`src/rtl/conv_pkg.sv`:
```
// conv_pkg: shared types and helpers for the convolution partial-sum output stage
package conv_pkg;

  typedef enum logic {ACCUM, EMIT} psum_state_t;

  // Clamp a sign-extended value into the signed range of a res-bit word.
  function automatic logic signed [63:0] sat_res(input logic signed [63:0] v, input int res);
    logic signed [63:0] hi;
    logic signed [63:0] lo;
    hi = (64'sd1 <<< (res - 1)) - 64'sd1;
    lo = ~hi;
    return v > hi ? hi : v < lo ? lo : v;
  endfunction

endpackage

```
`src/rtl/GenericCounter.sv`:
```
// GenericCounter: wrapping 0..COUNTER_SIZE counter with a clear that takes priority over the step
module GenericCounter #(
  parameter int COUNTER_SIZE = 3,
  parameter int W = $clog2(COUNTER_SIZE + 1) + 1
) (
  input  logic         clk,
  input  logic         rst_n,
  input  logic         clear,
  input  logic         en,
  output logic [W-1:0] count,
  output logic         wrap
);

  logic [W-1:0] count_q, count_d, base;

  // Clear rebases to zero first, so an enable in the same cycle counts from zero.
  always_comb begin
    base = clear ? '0 : count_q;
    wrap = en && base == W'(COUNTER_SIZE);
    count_d = !en ? base : wrap ? '0 : base + 1'b1;
  end

  // Count register.
  always_ff @(posedge clk or negedge rst_n) begin
    if (!rst_n) count_q <= '0;
    else count_q <= count_d;
  end

  assign count = count_q;

endmodule

```
`src/rtl/conv_out_fifo.sv`:
```
// conv_out_fifo: synchronous FIFO with registered full/empty flags and push-while-full-with-pop
module conv_out_fifo #(
  parameter int W = 24,
  parameter int DEPTH = 2,
  localparam int AW = $clog2(DEPTH)
) (
  input  logic         clk,
  input  logic         rst_n,
  input  logic         push,
  input  logic [W-1:0] din,
  input  logic         pop,
  output logic [W-1:0] dout,
  output logic         full,
  output logic         empty
);

  logic [W-1:0] mem_q [DEPTH];
  logic [W-1:0] mem_d [DEPTH];
  logic [AW-1:0] rd_q, rd_d, wr_q, wr_d;
  logic [AW:0] cnt_q, cnt_d;
  logic full_q, full_d, empty_q, empty_d, do_push, do_pop;

  // A pop frees the slot in the same cycle, so a push into a full FIFO succeeds alongside it.
  always_comb begin
    do_pop = pop && !empty_q;
    do_push = push && (!full_q || do_pop);
    mem_d = mem_q;
    if (do_push) mem_d[wr_q] = din;
    wr_d = wr_q + AW'(do_push);
    rd_d = rd_q + AW'(do_pop);
    cnt_d = cnt_q + (AW+1)'(do_push) - (AW+1)'(do_pop);
    full_d = cnt_d == (AW+1)'(DEPTH);
    empty_d = cnt_d == '0;
  end

  // Storage, pointers and flags.
  always_ff @(posedge clk or negedge rst_n) begin
    if (!rst_n) begin
      for (int i = 0; i < DEPTH; i++) mem_q[i] <= '0;
      rd_q <= '0;
      wr_q <= '0;
      cnt_q <= '0;
      full_q <= 1'b0;
      empty_q <= 1'b1;
    end else begin
      mem_q <= mem_d;
      rd_q <= rd_d;
      wr_q <= wr_d;
      cnt_q <= cnt_d;
      full_q <= full_d;
      empty_q <= empty_d;
    end
  end

  assign dout = mem_q[rd_q];
  assign full = full_q;
  assign empty = empty_q;

endmodule

```
`src/rtl/conv_psum_output_stage.sv`:
```
// conv_psum_output_stage: sums per-channel accumulators, requantizes and queues result words
module conv_psum_output_stage
  import conv_pkg::*;
#(
  parameter int Pix = 3,
  parameter int RES = 8,
  parameter int ACC = 16,
  parameter int CIN = 4,
  parameter int SHIFT = 0,
  parameter int DEPTH = 2,
  localparam int CW = $clog2(CIN) + 1
) (
  input  logic                  clk,
  input  logic                  rst_n,
  input  logic signed [RES-1:0] acc_in [Pix],
  input  logic                  acc_valid,
  input  logic                  psum_clear,
  input  logic signed [RES-1:0] bias,
  input  logic                  relu_en,
  output logic signed [RES-1:0] out_data [Pix],
  output logic                  out_valid,
  input  logic                  out_ready,
  output logic                  in_ready,
  output logic [CW-1:0]         ch_index,
  output logic                  overflow
);

  psum_state_t state_q, state_d;
  logic signed [ACC-1:0] psum_q [Pix];
  logic signed [ACC-1:0] psum_d [Pix];
  logic [Pix*RES-1:0] word, head;
  logic wrap, push, fifo_full, fifo_empty, overflow_q, overflow_d;
  logic signed [ACC:0] t;
  logic signed [63:0] s;

  GenericCounter #(.COUNTER_SIZE(CIN - 1), .W(CW)) u_cnt (
    .clk   (clk),
    .rst_n (rst_n),
    .clear (psum_clear),
    .en    (acc_valid),
    .count (ch_index),
    .wrap  (wrap)
  );

  // Channel 0 (or a cleared group) starts a fresh sum; the sum wraps at ACC bits.
  always_comb begin
    for (int i = 0; i < Pix; i++)
      psum_d[i] = acc_valid ? ((psum_clear || ch_index == '0) ? '0 : psum_q[i])
                              + {{(ACC-RES){acc_in[i][RES-1]}}, acc_in[i]} : psum_q[i];
  end

  // Partial-sum registers.
  always_ff @(posedge clk or negedge rst_n) begin
    if (!rst_n) for (int i = 0; i < Pix; i++) psum_q[i] <= '0;
    else psum_q <= psum_d;
  end

  // State register.
  always_ff @(posedge clk or negedge rst_n) begin
    if (!rst_n) state_q <= ACCUM;
    else state_q <= state_d;
  end

  // The last channel of a group always leads into a one-cycle EMIT, even from EMIT itself.
  always_comb state_d = wrap ? EMIT : ACCUM;

  // EMIT output: bias, shift, optional ReLU and saturation on the pre-edge partial sums.
  always_comb begin
    push = state_q == EMIT;
    word = '0;
    t = '0;
    s = '0;
    for (int i = 0; i < Pix; i++) begin
      t = {psum_q[i][ACC-1], psum_q[i]} + {{(ACC+1-RES){bias[RES-1]}}, bias};
      t = t >>> SHIFT;
      t = (relu_en && t < 0) ? '0 : t;
      s = sat_res({{(63-ACC){t[ACC]}}, t}, RES);
      word[i*RES +: RES] = s[RES-1:0];
    end
  end

  // A word pushed into a full FIFO with no pop pending is lost; remember that until reset.
  always_comb overflow_d = overflow_q || (push && fifo_full && !out_ready);

  // Sticky overflow flag.
  always_ff @(posedge clk or negedge rst_n) begin
    if (!rst_n) overflow_q <= 1'b0;
    else overflow_q <= overflow_d;
  end

  conv_out_fifo #(.W(Pix * RES), .DEPTH(DEPTH)) u_fifo (
    .clk   (clk),
    .rst_n (rst_n),
    .push  (push),
    .din   (word),
    .pop   (out_ready),
    .dout  (head),
    .full  (fifo_full),
    .empty (fifo_empty)
  );

  // Unpack the FIFO head into lanes.
  always_comb begin
    for (int i = 0; i < Pix; i++) out_data[i] = head[i*RES +: RES];
  end

  assign out_valid = !fifo_empty;
  assign in_ready = !fifo_full;
  assign overflow = overflow_q;

endmodule

```
`config.mk`:
```
export PLATFORM = sky130hd
export DESIGN_NAME = conv_psum_output_stage
export DESIGN_NICKNAME = d
export VERILOG_FILES = /design/src/rtl/conv_pkg.sv /design/src/rtl/GenericCounter.sv /design/src/rtl/conv_out_fifo.sv /design/src/rtl/conv_psum_output_stage.sv
export SDC_FILE = /design/constraint.sdc
export NUM_CORES = 1
export LEC_CHECK = 0
export CAP_MARGIN = 5
export CORE_MARGIN = 4
export CORE_UTILIZATION = 61
export DETAILED_ROUTE_END_ITERATION = 7
export PLACE_DENSITY = 0.83
export SLEW_MARGIN = 0
export SYNTH_ARGS = -nofsm -noshare
export SYNTH_HDL_FRONTEND = slang
export SYNTH_SLANG_ARGS = --single-unit
export TNS_END_PERCENT = 10
```
`constraint.sdc`:
```
create_clock -name clk -period 4 [get_ports clk]
set_clock_uncertainty 0.15 [all_clocks]
set_input_delay 1.2 -clock clk [delete_from_list [all_inputs] [get_ports clk]]
set_output_delay 1.2 -clock clk [all_outputs]
set_load 0.005 [all_outputs]
```
==> results of run 1 <==
[layer usage]
metal	share of wire [%]	routed length, µm	vias up	track usage [%]
li1	-	-	4388	-
met1	39	12000	4640	38.5
met2	48	14700	605	52.9
met3	7.5	2320	189	4.47
met4	6.2	1920	0	15.4
met5	0	0	-	0
[sequential cells by signal (all words and copies together), names as in the netlist]
signal        count
u_fifo.wr_q       1
u_fifo.rd_q       1
u_cnt.count       3
overflow          1
u_fifo.empty      1
u_fifo.mem_q     48
psum_q           48
u_fifo.full       1
u_fifo.cnt_q      2
push              1
[stage by stage]
| stage | setup slack [ps] | total power [µW] | instance area, µm² | cells |
|---|---|---|---|---|
| after detailed placement | -721 | 6430 | 11700 | 1482 |
| final | -113 | 8190 | 12500 | 1509 |
| after floorplan | 15.1 | 4490 | 9310 | 1047 |
| after CTS | 0.676 | 7540 | 12200 | 1504 |
| after global placement | -577 | 6240 | 11700 | 1482 |
| after global routing | -251 | 8590 | 12500 | 1509 |
[worst max-delay path, cell delays in order]
cell           delay, ps
dlygate4sd2_1        360
ha_1                 300
or3_1                480
nor2_1               170
o21ai_1              120
buf_4                160
a221oi_1             340
a21oi_1              100
a211oi_1             270
o2111ai_2            230
o211ai_2             210
buf_4                180
o211ai_1             100
[worst max-delay path by stage]
stage,slack (ps),end
after global routing,-250,u_fifo.mem_q[26]
after global placement,-580,u_fifo.mem_q[33]
final,-110,u_fifo.mem_q[4]
after floorplan,20,psum_q[46]
after detailed placement,-720,psum_q[46]
after CTS,0.7,u_fifo.mem_q[42]
[cell usage after synthesis, types with 7 or more instances]
library cell  count  area [µm²]
nor2b_1          18         113
ha_1             98        1230
nand3_1          18        90.1
nor2_1           77         289
xor2_1           11        96.3
and3_1            9        56.3
o31ai_1           8        60.1
a21o_1           23         173
mux2_2           53         597
inv_1            50         188
nand2_1          84         315
a211oi_1         13        97.6
clkbuf_1         22        82.6
or3_1             8        50.1
a21oi_1          92         460
nand2b_1         11        68.8
a31oi_1           9        56.3
o21ai_0          38         190
o2111ai_1         8        70.1
o211ai_1         15         113
o21bai_1          7        52.6
nor3_1           24         120
o21a_1           20         150
buf_2             8        40.0
dfrtp_1         106        2650
and2_1           42         263
xnor2_1          45         394
[cells in the final DEF (no fill, tap or decap), types with 8 or more instances in the layout]
cell	netlist	final
nor3_1	24	23
a21oi_1	92	76
ha_1	98	87
nor2b_1	18	17
and2_1	42	42
nor2_1	77	76
nand3_1	18	18
nand2_1	84	84
xnor2_1	45	44
clkbuf_16	0	9
xor2_1	11	11
inv_1	50	49
buf_4	1	227
nand2b_1	11	10
o21a_1	20	20
a211oi_1	13	8
dfrtp_1	106	106
a21oi_2	3	16
a21o_1	23	23
clkdlybuf4s50_1	0	56
o211ai_1	15	15
o21ai_1	3	12
mux2_2	53	53
o21ai_0	38	26
and3_1	9	9
[repair_timing]
item                                    CTS  global route
pin swaps                                17            26
cloned                                    0             0
buffers inserted                          6             5
endpoints found under the setup margin   63            55
gates resized for setup                  45            59
[logic make-up (layout without fill, tap and decap cells)]
logic type,count (synthesis),count (layout),share of synthesized area [%]
compound gates,308,308,23.1
xor+xnor,57,57,5.45
simple gates,325,325,17.4
buf+inv,87,365,3.66
mux,59,59,7.07
fa+ha+maj,104,104,14.5
flops,107,107,28.8
[power breakdown]
part | switching [µW] | internal (µW)
Sequential | 330 | 1470
Combinational | 2740 | 2690
Clock | 505 | 447
[layout make-up]
class | count | area (µm²)
tap | 184 | 230
multi-input combinational | 853 | 6690
sequential | 107 | 2680
timing repair buffer | 297 | 2420
clock inverter | 7 | 80.1
fill | 697 | 2180
clock buffer | 9 | 225
inverter | 52 | 195
==> impl_metrics.env, run 1 <==
export IMPL_status="finished, violations left"
export IMPL_violations="negative setup slack"
export IMPL_rows=44
export IMPL_wl_per_cell_um=20.5
export IMPL_cts_tree="done"
export IMPL_synth_edf_count=0
export IMPL_hold_depth=1
export IMPL_tns_ps=-1620
export IMPL_vias=9822
export IMPL_start_util_pct=63.2
export IMPL_clkTransAtPathRegs_ps=90
export IMPL_htreeDepth=3
export IMPL_cts_sink_count=107
export IMPL_cp_startpoint="bias[4]"
export IMPL_synth_seq_cells=107
export IMPL_crit_arrival_ps=4220
export IMPL_hold_buffers=0
export IMPL_final_core_util_pct=85.2
export IMPL_root_buffer="clkbuf_16"
export IMPL_first_global_vias=9561
export IMPL_route_detailed_drc=0
export IMPL_synthCells=1047
export IMPL_wl_um=30900
export IMPL_p_leak_uw=0.00587
export IMPL_syn_num_nets=1189
export IMPL_worst_r2r_setup_slack_ps=280
export IMPL_first_pass_iters=8
export IMPL_clockBufferDepth=2
export IMPL_hold_ws_ps=338
export IMPL_fin_ws_ps=-113
export IMPL_worst_pin_slew_ps=723
export IMPL_hold_path_class="register to register"
export IMPL_startpoint_type="input pin"
export IMPL_rsz0062_at_grt="true"
export IMPL_syn_area_per_cell_um2=8.87
export IMPL_viasPerCell=6.51
export IMPL_coreArea_um2=14700
export IMPL_dieArea_um2=17300
export IMPL_reg2regPathDepth=16
export IMPL_area_growth_syn_to_layout_pct=34.7
export IMPL_finalCritPeriodShare_pct=103
export IMPL_antenna_found_initial=0
export IMPL_ys_warn_count=0
export IMPL_grt_max_degree=58
export IMPL_p_per_area_nw_per_um2=654
export IMPL_hold_viol_final=0
export IMPL_clk_latency_ps=370
export IMPL_cts_buffers=9
export IMPL_worst_r2r_endpoint="psum_q[31]"
export IMPL_nNetsFinal=1462
export IMPL_drtIter0Drc=986
export IMPL_io_pins=68
export IMPL_slew_violations=0
export IMPL_grt_pass1_wl_um=45100
export IMPL_fp_dieW_um=131
export IMPL_overflow=0
export IMPL_track_usage_pct=31.0
export IMPL_min_to="overflow"
export IMPL_dp_final_hpwl_um=19700
export IMPL_hold_path_startpoint="overflow"
export IMPL_finalSetupViolCount=24
export IMPL_r2r_start="u_cnt.count[0]"
export IMPL_die_h_um=131
export IMPL_async_flop_share_pct=100
export IMPL_syn_area_um2=9290
export IMPL_crit_fanout=7
export IMPL_required_ps=4100
export IMPL_critPathKind="input pin to register"
export IMPL_endpoint_kind="register"
export IMPL_antenna_cells=0
export IMPL_slew_headroom_pct=51.8
export IMPL_place_gp_congestion=0.945
export IMPL_irDropWorstVdd_v=0.000356
export IMPL_synth_flop_cell="dfrtp_1"
export IMPL_ys_seq_area_share_pct=28.8
export IMPL_ys_types=82
export IMPL_ant_nets=0
export IMPL_timing_final_crit_period_ps=4110
export IMPL_maxCapViolations=0
export IMPL_portBuffers=67
export IMPL_drive_above_1_share_pct=29.7
export IMPL_max_freq_mhz=243
Note: power is estimated with default switching activity, not from simulation.
==> run 2, diff against run 1 <==
--- a/config.mk
+++ b/config.mk
@@ -10,6 +10,7 @@
 export CORE_UTILIZATION = 61
 export DETAILED_ROUTE_END_ITERATION = 7
 export PLACE_DENSITY = 0.83
+export SKIP_CTS_REPAIR_TIMING = 1
 export SLEW_MARGIN = 0
 export SYNTH_ARGS = -nofsm -noshare
 export SYNTH_HDL_FRONTEND = slang
==> impl_metrics.env, run 2 (synthesis gave the netlist of run 1 again) <==
export IMPL_status="finished, violations left"
export IMPL_violations="negative setup slack"
export IMPL_portBuffers=67
export IMPL_slew_violations=0
export IMPL_area_growth_syn_to_layout_pct=32.7
export IMPL_drive_above_1_share_pct=27.8
export IMPL_clk_latency_ps=370
export IMPL_layout_commonest_cell="buf_4"
export IMPL_p_leak_uw=0.00588
export IMPL_cts_buffers=9
export IMPL_io_pins=68
export IMPL_crit_arrival_ps=4090
export IMPL_final_cell_area_um2=12300
export IMPL_wl_per_cell_um=18.9
export IMPL_dpl_cell_area_um2=11700
export IMPL_htreeDepth=3
export IMPL_start_util_pct=63.2
export IMPL_nFillCells=757
export IMPL_grt_max_degree=58
export IMPL_slew_headroom_pct=52.7
export IMPL_crit_fanout=5
export IMPL_hold_viol_final=0
export IMPL_grt_pass1_wl_um=42600
export IMPL_final_cell_count_no_fill=1502
export IMPL_timing_final_crit_period_ps=4020
export IMPL_p_per_area_nw_per_um2=636
export IMPL_finalPower_uw=7840
export IMPL_wl_um=28400
export IMPL_fin_ws_ps=-17.7
export IMPL_first_global_vias=9112
export IMPL_vias=9480
export IMPL_place_inst=1482
export IMPL_finalCritPeriodShare_pct=100
export IMPL_first_pass_iters=5
export IMPL_overflow=0
export IMPL_irDropWorstVdd_v=0.000355
export IMPL_multiInputGateArea_um2=6530
export IMPL_hold_path_class="register to register"
export IMPL_worst_pin_slew_ps=709
export IMPL_dp_slack_ps=-721
export IMPL_required_ps=4070
export IMPL_startpoint_type="input pin"
export IMPL_nNetsFinal=1455
export IMPL_route_detailed_drc=0
export IMPL_antenna_found_initial=0
export IMPL_seqCellArea_um2=2680
export IMPL_root_buffer="clkbuf_16"
export IMPL_place_gp_congestion=0.945
export IMPL_endpoint_kind="register"
export IMPL_maxCapViolations=0
export IMPL_cts_sink_count=107
export IMPL_clkTransAtPathRegs_ps=80
export IMPL_clockBufferDepth=2
export IMPL_layout_common_cells="221 x buf_4, 106 x dfrtp_1, 92 x ha_1, 84 x nand2_1, 82 x a21oi_1"
export IMPL_fp_dieW_um=131
export IMPL_ant_nets=0
export IMPL_cts_tree="done"
export IMPL_rows=44
export IMPL_coreArea_um2=14700
export IMPL_die_h_um=131
export IMPL_dp_final_hpwl_um=19700
export IMPL_critPathKind="input pin to register"
export IMPL_finalSetupViolCount=1
export IMPL_drtIter0Drc=971
export IMPL_track_usage_pct=29.2
export IMPL_viasPerCell=6.31
export IMPL_antenna_cells=0
export IMPL_dieArea_um2=17300
export IMPL_max_freq_mhz=249
[run 2: changes by cell type in the layout (fill, tap and decap cells not counted), moves of 3 or more]
cell | before | now
o21ai_1 | 12 | 15
ha_2 | 6 | 2
dlymetal6s2s_1 | 1 | 8
dlygate4sd2_1 | 5 | 0
ha_1 | 87 | 92
a21oi_1 | 76 | 82
buf_4 | 227 | 221
a21oi_2 | 16 | 12
[run 2: area by class of cell]
type	instances	area share [%]
clock buffer	9	1.83
clock inverter	7	0.650
inverter	52	1.58
multi-input combinational	853	52.9
sequential	107	21.7
tap	184	1.87
timing repair buffer	290	19.4
[run 2: stage by stage]
step | hold WS [ps] | setup TNS, ps | util [%]
3_3_place_gp | 310 | -30570 | 79.8
5_1_grt | 355 | -1100 | 83.9
4_1_cts | 341 | -13310 | 81.9
2_1_floorplan | 301 | 0 | -
6_report | 335 | -17.7 | 83.9
3_5_place_dp | 323 | -37200 | 79.8
[run 2: report_power, final]
group / internal, µW / switching, µW
combinational: 2600 / 2520
sequential: 1470 / 312
clock: 447 / 487
[run 2: layer usage]
metal | GRT usage [%] | routed length, µm
met1 | 37.5 | 11600
met5 | 0 | 0
met2 | 50.8 | 13700
met4 | 10.3 | 1120
met3 | 3.78 | 1930
[run 2: critical path, stage by stage]
cell	delay, ps
dlymetal6s2s_1	150
nor2_4	200
buf_4	150
nand2_1	60
inv_1	80
ha_1	240
a211oi_1	350
o21ai_1	150
a31o_2	280
a41oi_2	220
o21ai_1	110
nor4b_1	170
a311oi_2	340
mux2i_1	280
a2bb2oi_1	100
[run 2: path summary, 6_finish.rpt]
| check | from | endpoint | slack (ps) | depth (start not counted) |
|---|---|---|---|---|
| max | psum_clear | psum_q[31] | -20 | 15 |
| min | overflow | overflow | 340 | 1 |
| max reg2reg | u_cnt.count[0] | psum_q[31] | 120 | 15 |
| min reg2reg | overflow | overflow | 340 | 1 |
| max in group asynchronous | rst_n | psum_q[41] | 2230 | 2 |
| min in group asynchronous | rst_n | push | 720 | 1 |
